--- src/rtl/nibble_cmp_seq.sv ---
// nibble_cmp_seq: sequential WIDTH-bit unsigned magnitude compare using one 4-bit slice, MSB nibble first
//
// Ports:
//   clk     in   system clock, rising edge
//   rst_n   in   asynchronous active-low reset
//   start   in   compare request, accepted only in IDLE
//   A, B    in   WIDTH-bit operands, latched on an accepted start
//   busy    out  high in every compare (CMP) cycle
//   done    out  one-cycle pulse in the FIN cycle; flags are valid from this cycle
//   A_gt_B  out  result A > B, held until the next accepted start
//   A_eq_B  out  result A == B, held until the next accepted start
//   A_lt_B  out  result A < B, held until the next accepted start
//
// Build option NIBBLE_CMP_EARLY_EXIT_EN: when defined, the compare finishes on the
// first differing nibble; when undefined, the first difference is kept sticky
// and all NIB nibbles are always scanned (fixed latency). Flags are identical.
module nibble_cmp_seq #(
    parameter int WIDTH = 16
) (
    input  logic             clk,
    input  logic             rst_n,
    input  logic             start,
    input  logic [WIDTH-1:0] A,
    input  logic [WIDTH-1:0] B,
    output logic             busy,
    output logic             done,
    output logic             A_gt_B,
    output logic             A_eq_B,
    output logic             A_lt_B
);
    localparam int NIB = WIDTH / 4;
    localparam int IW  = (NIB > 1) ? $clog2(NIB) : 1;

    typedef enum logic [1:0] {IDLE, CMP, FIN} state_t;

    state_t           state_q, state_d;
    logic [WIDTH-1:0] a_q, a_d;
    logic [WIDTH-1:0] b_q, b_d;
    logic [IW-1:0]    idx_q, idx_d;
    logic             gt_q, gt_d;
    logic             eq_q, eq_d;
    logic             lt_q, lt_d;
`ifndef NIBBLE_CMP_EARLY_EXIT_EN
    // First-difference result, frozen once a nibble differs so lower nibbles cannot override it
    logic             sgt_q, sgt_d;
    logic             slt_q, slt_d;
    logic             sgt_n, slt_n;
`endif

    logic [3:0] a_nib, b_nib;
    logic       nib_gt, nib_lt;

    // Nibble mux driven by the scan index
    always_comb begin
        a_nib = 4'h0;
        b_nib = 4'h0;
        for (int i = 0; i < NIB; i++) begin
            if (idx_q == IW'(i)) begin
                a_nib = a_q[4*i +: 4];
                b_nib = b_q[4*i +: 4];
            end
        end
    end

    // 4-bit magnitude-compare slice; eq is implied by neither gt nor lt
    assign nib_gt = a_nib > b_nib;
    assign nib_lt = a_nib < b_nib;

    always_comb begin
        state_d = state_q;
        a_d     = a_q;
        b_d     = b_q;
        idx_d   = idx_q;
        gt_d    = gt_q;
        eq_d    = eq_q;
        lt_d    = lt_q;
`ifndef NIBBLE_CMP_EARLY_EXIT_EN
        sgt_d   = sgt_q;
        slt_d   = slt_q;
        sgt_n   = (sgt_q | slt_q) ? sgt_q : nib_gt;
        slt_n   = (sgt_q | slt_q) ? slt_q : nib_lt;
`endif
        case (state_q)
            IDLE: begin
                if (start) begin
                    a_d     = A;
                    b_d     = B;
                    idx_d   = IW'(NIB - 1);
                    gt_d    = 1'b0;
                    eq_d    = 1'b0;
                    lt_d    = 1'b0;
`ifndef NIBBLE_CMP_EARLY_EXIT_EN
                    sgt_d   = 1'b0;
                    slt_d   = 1'b0;
`endif
                    state_d = CMP;
                end
            end
            CMP: begin
`ifdef NIBBLE_CMP_EARLY_EXIT_EN
                if (nib_gt | nib_lt) begin
                    gt_d    = nib_gt;
                    lt_d    = nib_lt;
                    state_d = FIN;
                end else if (idx_q == '0) begin
                    eq_d    = 1'b1;
                    state_d = FIN;
                end else begin
                    idx_d   = idx_q - 1'b1;
                end
`else
                sgt_d = sgt_n;
                slt_d = slt_n;
                if (idx_q == '0) begin
                    gt_d    = sgt_n;
                    lt_d    = slt_n;
                    eq_d    = ~(sgt_n | slt_n);
                    state_d = FIN;
                end else begin
                    idx_d   = idx_q - 1'b1;
                end
`endif
            end
            FIN:     state_d = IDLE;
            default: state_d = IDLE;
        endcase
    end

    always_ff @(posedge clk or negedge rst_n) begin
        if (!rst_n) begin
            state_q <= IDLE;
            a_q     <= '0;
            b_q     <= '0;
            idx_q   <= '0;
            gt_q    <= 1'b0;
            eq_q    <= 1'b0;
            lt_q    <= 1'b0;
`ifndef NIBBLE_CMP_EARLY_EXIT_EN
            sgt_q   <= 1'b0;
            slt_q   <= 1'b0;
`endif
        end else begin
            state_q <= state_d;
            a_q     <= a_d;
            b_q     <= b_d;
            idx_q   <= idx_d;
            gt_q    <= gt_d;
            eq_q    <= eq_d;
            lt_q    <= lt_d;
`ifndef NIBBLE_CMP_EARLY_EXIT_EN
            sgt_q   <= sgt_d;
            slt_q   <= slt_d;
`endif
        end
    end

    assign busy   = state_q == CMP;
    assign done   = state_q == FIN;
    assign A_gt_B = gt_q;
    assign A_eq_B = eq_q;
    assign A_lt_B = lt_q;
endmodule
--- config.mk ---
export PLATFORM = sky130hd
export DESIGN_NAME = nibble_cmp_seq
export DESIGN_NICKNAME = d
export VERILOG_FILES = /design/src/rtl/nibble_cmp_seq.sv
export SDC_FILE = /design/constraint.sdc
export NUM_CORES = 1
export LEC_CHECK = 0
export ABC_AREA = 1
export ABC_CLOCK_PERIOD_IN_PS = 2750
export BUFFER_PORTS_ARGS = -buffer_cell sky130_fd_sc_hd__buf_2
export CORE_UTILIZATION = 28
export DETAILED_ROUTE_END_ITERATION = 8
export PLACE_DENSITY = 0.5
export SLEW_MARGIN = 20
export SYNTH_ARGS = -nofsm -noshare
export SYNTH_HDL_FRONTEND = slang
export SYNTH_SLANG_ARGS = --single-unit
--- constraint.sdc ---
create_clock -name clk -period 2.75 [get_ports clk]
set_input_delay 0.1375 -clock clk [delete_from_list [all_inputs] [get_ports clk]]
set_output_delay 0.1375 -clock clk [all_outputs]
set_load 0.02 [all_outputs]
==> report_table.html <==
<table>
<tr><th>Metric</th><th>Value</th></tr>
<tr><th colspan="2">Placed design</th></tr>
<tr><td>Weighted congestion reported at the end of routability-driven placement</td><td>0.816</td></tr>
<tr><td>Instance area after placement</td><td>between 0.002 and 0.0025 mm^2</td></tr>
<tr><td>Count of buffers inserted at the top-level ports</td><td>39</td></tr>
<tr><td>Estimated wirelength of the detail-placed design</td><td>between 3000 and 4000 um</td></tr>
<tr><th colspan="2">Drt</th></tr>
<tr><td>Total via count in the routed design</td><td>1670</td></tr>
<tr><td>Detail-routed via count per cell</td><td>roughly 4.2</td></tr>
<tr><td>Number of DRC markers in iteration 0</td><td>just over 70</td></tr>
<tr><td>Antenna Violating Nets Remaining</td><td>0</td></tr>
<tr><td>Average wire per cell in the routed design</td><td>roughly 11 um</td></tr>
<tr><td>Number of optimization iterations in the first detailed-route pass</td><td>4</td></tr>
<tr><td># DRC</td><td>0</td></tr>
<tr><td>Total wire length after detailed routing</td><td>roughly 4400 um</td></tr>
<tr><th colspan="2">Floorplanning</th></tr>
<tr><td>Number of top-level pins</td><td>40</td></tr>
<tr><td>Die area</td><td>between 0.007 and 0.008 mm^2</td></tr>
<tr><td>Site row count</td><td>30</td></tr>
<tr><td>DIE WIDTH</td><td>between 80 and 90 um</td></tr>
<tr><td>Die Span Y</td><td>roughly 87 um</td></tr>
<tr><td>Std-Cell Core Area</td><td>between 0.006 and 0.007 mm^2</td></tr>
<tr><td>Initial standard-cell utilization of the core</td><td>between 20% and 30%</td></tr>
<tr><th colspan="2">STA</th></tr>
<tr><td>Count of final max-slew check failures</td><td>0</td></tr>
<tr><td>Fin crit period</td><td>between 2 and 2.5 ns</td></tr>
<tr><td>RSZ-0062 raised after global routing</td><td>no</td></tr>
<tr><td>Setup Total Neg Slack</td><td>0 ns</td></tr>
<tr><td>Setup Skew</td><td>roughly 0.0074 ns</td></tr>
<tr><td>Portion of the clock cycle consumed by the worst path in the final layout</td><td>approximately 86%</td></tr>
<tr><td>Peak Freq</td><td>423 MHz</td></tr>
<tr><td>Hold slack</td><td>-0.0294 ns</td></tr>
<tr><td>Final count of negative-setup-slack endpoints</td><td>0</td></tr>
<tr><td>Normalized max-slew margin</td><td>between 30% and 40%</td></tr>
<tr><td>Slew at the pin with the worst max-slew slack</td><td>roughly 0.94 ns</td></tr>
<tr><td>Endpoints failing hold</td><td>37</td></tr>
<tr><th colspan="2">Setup path</th></tr>
<tr><td>Stages on the worst setup path</td><td>13</td></tr>
<tr><td>Worst Path Class, Setup</td><td>reg -&gt; reg</td></tr>
<tr><td>Startpoint of the most critical setup path</td><td>idx_q[0]</td></tr>
<tr><td>Most numerous cell on the critical path</td><td>sky130_fd_sc_hd__nand2_1</td></tr>
<tr><td>Capture point of the worst path</td><td>sgt_q</td></tr>
<tr><td>Kind of start point of the critical path</td><td>flop</td></tr>
<tr><td>Critical Path Max Stage Delay</td><td>between 0.4 and 0.5 ns</td></tr>
<tr><td>R2r worst-path depth</td><td>13</td></tr>
<tr><td>End of the worst register-to-register path</td><td>sgt_q</td></tr>
<tr><td>Highest-delay cell along the critical path</td><td>sky130_fd_sc_hd__dfrtp_1</td></tr>
<tr><td>Worst path buffer plus inverter count</td><td>2</td></tr>
<tr><td>Crit path cell chain</td><td>inv_1, ha_1, inv_1, nor2_4, nand2_1, a21oi_1, o22ai_1, ha_1, nand2_1, o21ai_0, nand2_1, nand3_1, o21ai_0</td></tr>
<tr><td>Worst-path maximum fanout</td><td>6</td></tr>
<tr><td>Worst reg-to-reg setup slack</td><td>~0.39 ns</td></tr>
<tr><td>R2R Path Start</td><td>idx_q[0]</td></tr>
<tr><td>Data arrival, critical path</td><td>around 2.5 ns</td></tr>
<tr><td>Required time of the critical path</td><td>between 2 and 3 ns</td></tr>
<tr><td>CP delay by family, top</td><td>adder cells</td></tr>
<tr><td>Kind of end point of the critical path</td><td>flop</td></tr>
<tr><th colspan="2">Clock network</th></tr>
<tr><td>Number of sinks handled by clock tree synthesis</td><td>41</td></tr>
<tr><td>Clk pin slew, worst setup/hold paths</td><td>around 0.08 ns</td></tr>
<tr><td>Deepest clock path buffer count</td><td>2</td></tr>
<tr><td>TritonCTS clock tree</td><td>yes</td></tr>
<tr><td>Inserted Clock Buffers</td><td>5</td></tr>
<tr><td>Count of buffers added by post-CTS timing repair for setup</td><td>0</td></tr>
<tr><td>Clock tree root driver cell</td><td>sky130_fd_sc_hd__clkbuf_8</td></tr>
<tr><td>Cells resized by post-CTS repair</td><td>0</td></tr>
<tr><td>Hold buffers post-CTS</td><td>0</td></tr>
<tr><td>Level count of the clock H-tree</td><td>2</td></tr>
<tr><td>Clk_lat worst skew</td><td>approximately 0.3 ns</td></tr>
<tr><th colspan="2">Global route</th></tr>
<tr><td>Initial antenna violation count</td><td>0</td></tr>
<tr><td>Number of global-route vias before repair</td><td>1615</td></tr>
<tr><td>Global-route usage over all layers</td><td>between 10% and 20%</td></tr>
<tr><td>Largest net degree at the start of global routing</td><td>42</td></tr>
<tr><td>Wire length of the first global-routing pass</td><td>approximately 7600 um</td></tr>
<tr><td>Remaining global-route overflow</td><td>0</td></tr>
<tr><th colspan="2">Final layout</th></tr>
<tr><td>Multi-input combinational cell area</td><td>~850 um^2</td></tr>
<tr><td>Net count, final</td><td>between 300 and 400</td></tr>
<tr><td>Share of the core filled with cells in the final layout</td><td>between 30% and 40%</td></tr>
<tr><td>Synth-to-layout area growth</td><td>19.7%</td></tr>
<tr><td>Flip-flop and latch area</td><td>around 0.0010 mm^2</td></tr>
<tr><td>Diodes inserted</td><td>0</td></tr>
<tr><td>Count of filler cells inserted in the layout</td><td>roughly 760</td></tr>
<tr><td>Fraction of layout instances using a drive strength above 1</td><td>about a fifth</td></tr>
<tr><td>Area of all placed cells without fillers</td><td>about 0.0024 mm^2</td></tr>
<tr><th colspan="2">Power and ir drop</th></tr>
<tr><td>Power density over the cells</td><td>approximately 1200 mW/mm^2</td></tr>
<tr><td>Max VDD drop</td><td>0.000312 V</td></tr>
<tr><td>Power, Total</td><td>2770 uW</td></tr>
<tr><td>Leakage component of the power</td><td>0.00131 uW</td></tr>
<tr><th colspan="2">Flow run</th></tr>
<tr><td>Count of maximum capacitance violations</td><td>0</td></tr>
<tr><th colspan="2">Synth</th></tr>
<tr><td>Post-Synthesis Net Count</td><td>between 300 and 400</td></tr>
<tr><td>Synth async-reset ratio</td><td>100%</td></tr>
<tr><td>Most numerous cell in the Yosys netlist</td><td>sky130_fd_sc_hd__nand2_1</td></tr>
<tr><td>Most frequent cells after synthesis</td><td>sky130_fd_sc_hd__nand2_1, sky130_fd_sc_hd__dfrtp_1, sky130_fd_sc_hd__inv_1</td></tr>
<tr><td>Yosys warning total</td><td>0</td></tr>
<tr><td>Cell area after technology mapping</td><td>0.00201 mm^2</td></tr>
<tr><td>Most frequently used flop master after synthesis</td><td>sky130_fd_sc_hd__dfrtp_1</td></tr>
<tr><td>Portion of the post-synthesis area used by sequential elements</td><td>between 50% and 60%</td></tr>
<tr><td>Number of flip-flops and latches in the synthesized netlist</td><td>roughly 40</td></tr>
<tr><td>Biggest area contributors in the synthesized netlist</td><td>sky130_fd_sc_hd__dfrtp_1, sky130_fd_sc_hd__nand2_1, sky130_fd_sc_hd__ha_1</td></tr>
<tr><td>Post-Synthesis Mean Instance Area</td><td>about 7.8 um^2</td></tr>
<tr><td>Number of synthesized flops with an enable pin</td><td>0</td></tr>
<tr><td>Share of the synthesized area in the top cell type</td><td>just over 50%</td></tr>
<tr><td>Cells after synthesis</td><td>approximately 260</td></tr>
<tr><td>Largest area contributor in the synthesized netlist</td><td>sky130_fd_sc_hd__dfrtp_1</td></tr>
<tr><td>Number of unique standard cell types used by synthesis</td><td>19</td></tr>
<tr><th colspan="2">Run status</th></tr>
<tr><td>Violated checks</td><td>negative hold slack</td></tr>
<tr><td>Result of the run</td><td>finished, violations left</td></tr>
<tr><th colspan="2">Hold path</th></tr>
<tr><td>Hold WC Path Type</td><td>in -&gt; async</td></tr>
</table>
[worst min path at each step]
stage	end	slack [ns]	cells past startpoint
finish	a_q[5]	-0.03	1
global route	a_q[3]	0.03	3
CTS	a_q[3]	0.02	1
detailed placement	b_q[10]	0.33	3
global placement	b_q[9]	0.33	3
floorplan	A_eq_B	-0.16	0
[state kept, by name, indices dropped and copies added (netlist names)]
name,cells
A_gt_B,1
A_lt_B,1
slt_q,1
A_eq_B,1
state_q,2
idx_q,2
sgt_q,1
b_q,16
a_q,16
[cell type report]
type	count	area share (%)
Clock buffer	6	3.44
Clock inverter	2	1.56
Inverter	22	3.44
Multi-Input combinational cell	187	35.4
Sequential cell	41	42.7
Tap cell	96	5.00
Timing Repair Buffer	40	8.44
[placed cells by master, fill, tap and decap left out, types with 3 or more instances in the layout]
cell type | synthesis | routed
sky130_fd_sc_hd__a21oi_1 | 12 | 12
sky130_fd_sc_hd__ha_1 | 8 | 8
sky130_fd_sc_hd__nand2_1 | 130 | 130
sky130_fd_sc_hd__o21ai_0 | 13 | 13
sky130_fd_sc_hd__buf_2 | 5 | 39
sky130_fd_sc_hd__nand3_1 | 3 | 3
sky130_fd_sc_hd__clkbuf_8 | 0 | 6
sky130_fd_sc_hd__dfrtp_1 | 41 | 41
sky130_fd_sc_hd__inv_2 | 5 | 5
sky130_fd_sc_hd__nor2_1 | 11 | 11
sky130_fd_sc_hd__inv_1 | 16 | 16
[stage by stage]
stage               worst slack, ns  hold slack (ns)  instances
global placement              0.436            0.330        386
finish                        0.388          -0.0294        394
detailed placement            0.395            0.334        386
floorplan                     0.702           -0.158        258
CTS                           0.379           0.0177        394
global route                 0.0654           0.0254        394
[power by group]
part	switching, uW	internal [uW]	leakage, uW
sequential	167	881	0.000503
clock	210	295	0.0000574
combinational	777	442	0.000752
total	1150	1620	0.00131
[metal layers]
metal	GRT usage [%]	vias to the layer above	part of all wire (%)
li1	-	879	-
met1	18.9	748	51
met2	20.0	36	44
met3	3.24	7	4.2
met4	5.00	0	1.5
met5	0	-	0
[kinds of logic after synthesis]
family	Yosys count	share of synthesized area (%)
simple gates	148	29.1
flops	41	51.2
compound gates	31	8.30
buf+inv	30	6.49
fa+ha+maj	8	4.99
Note: power is estimated with default switching activity, not from simulation.
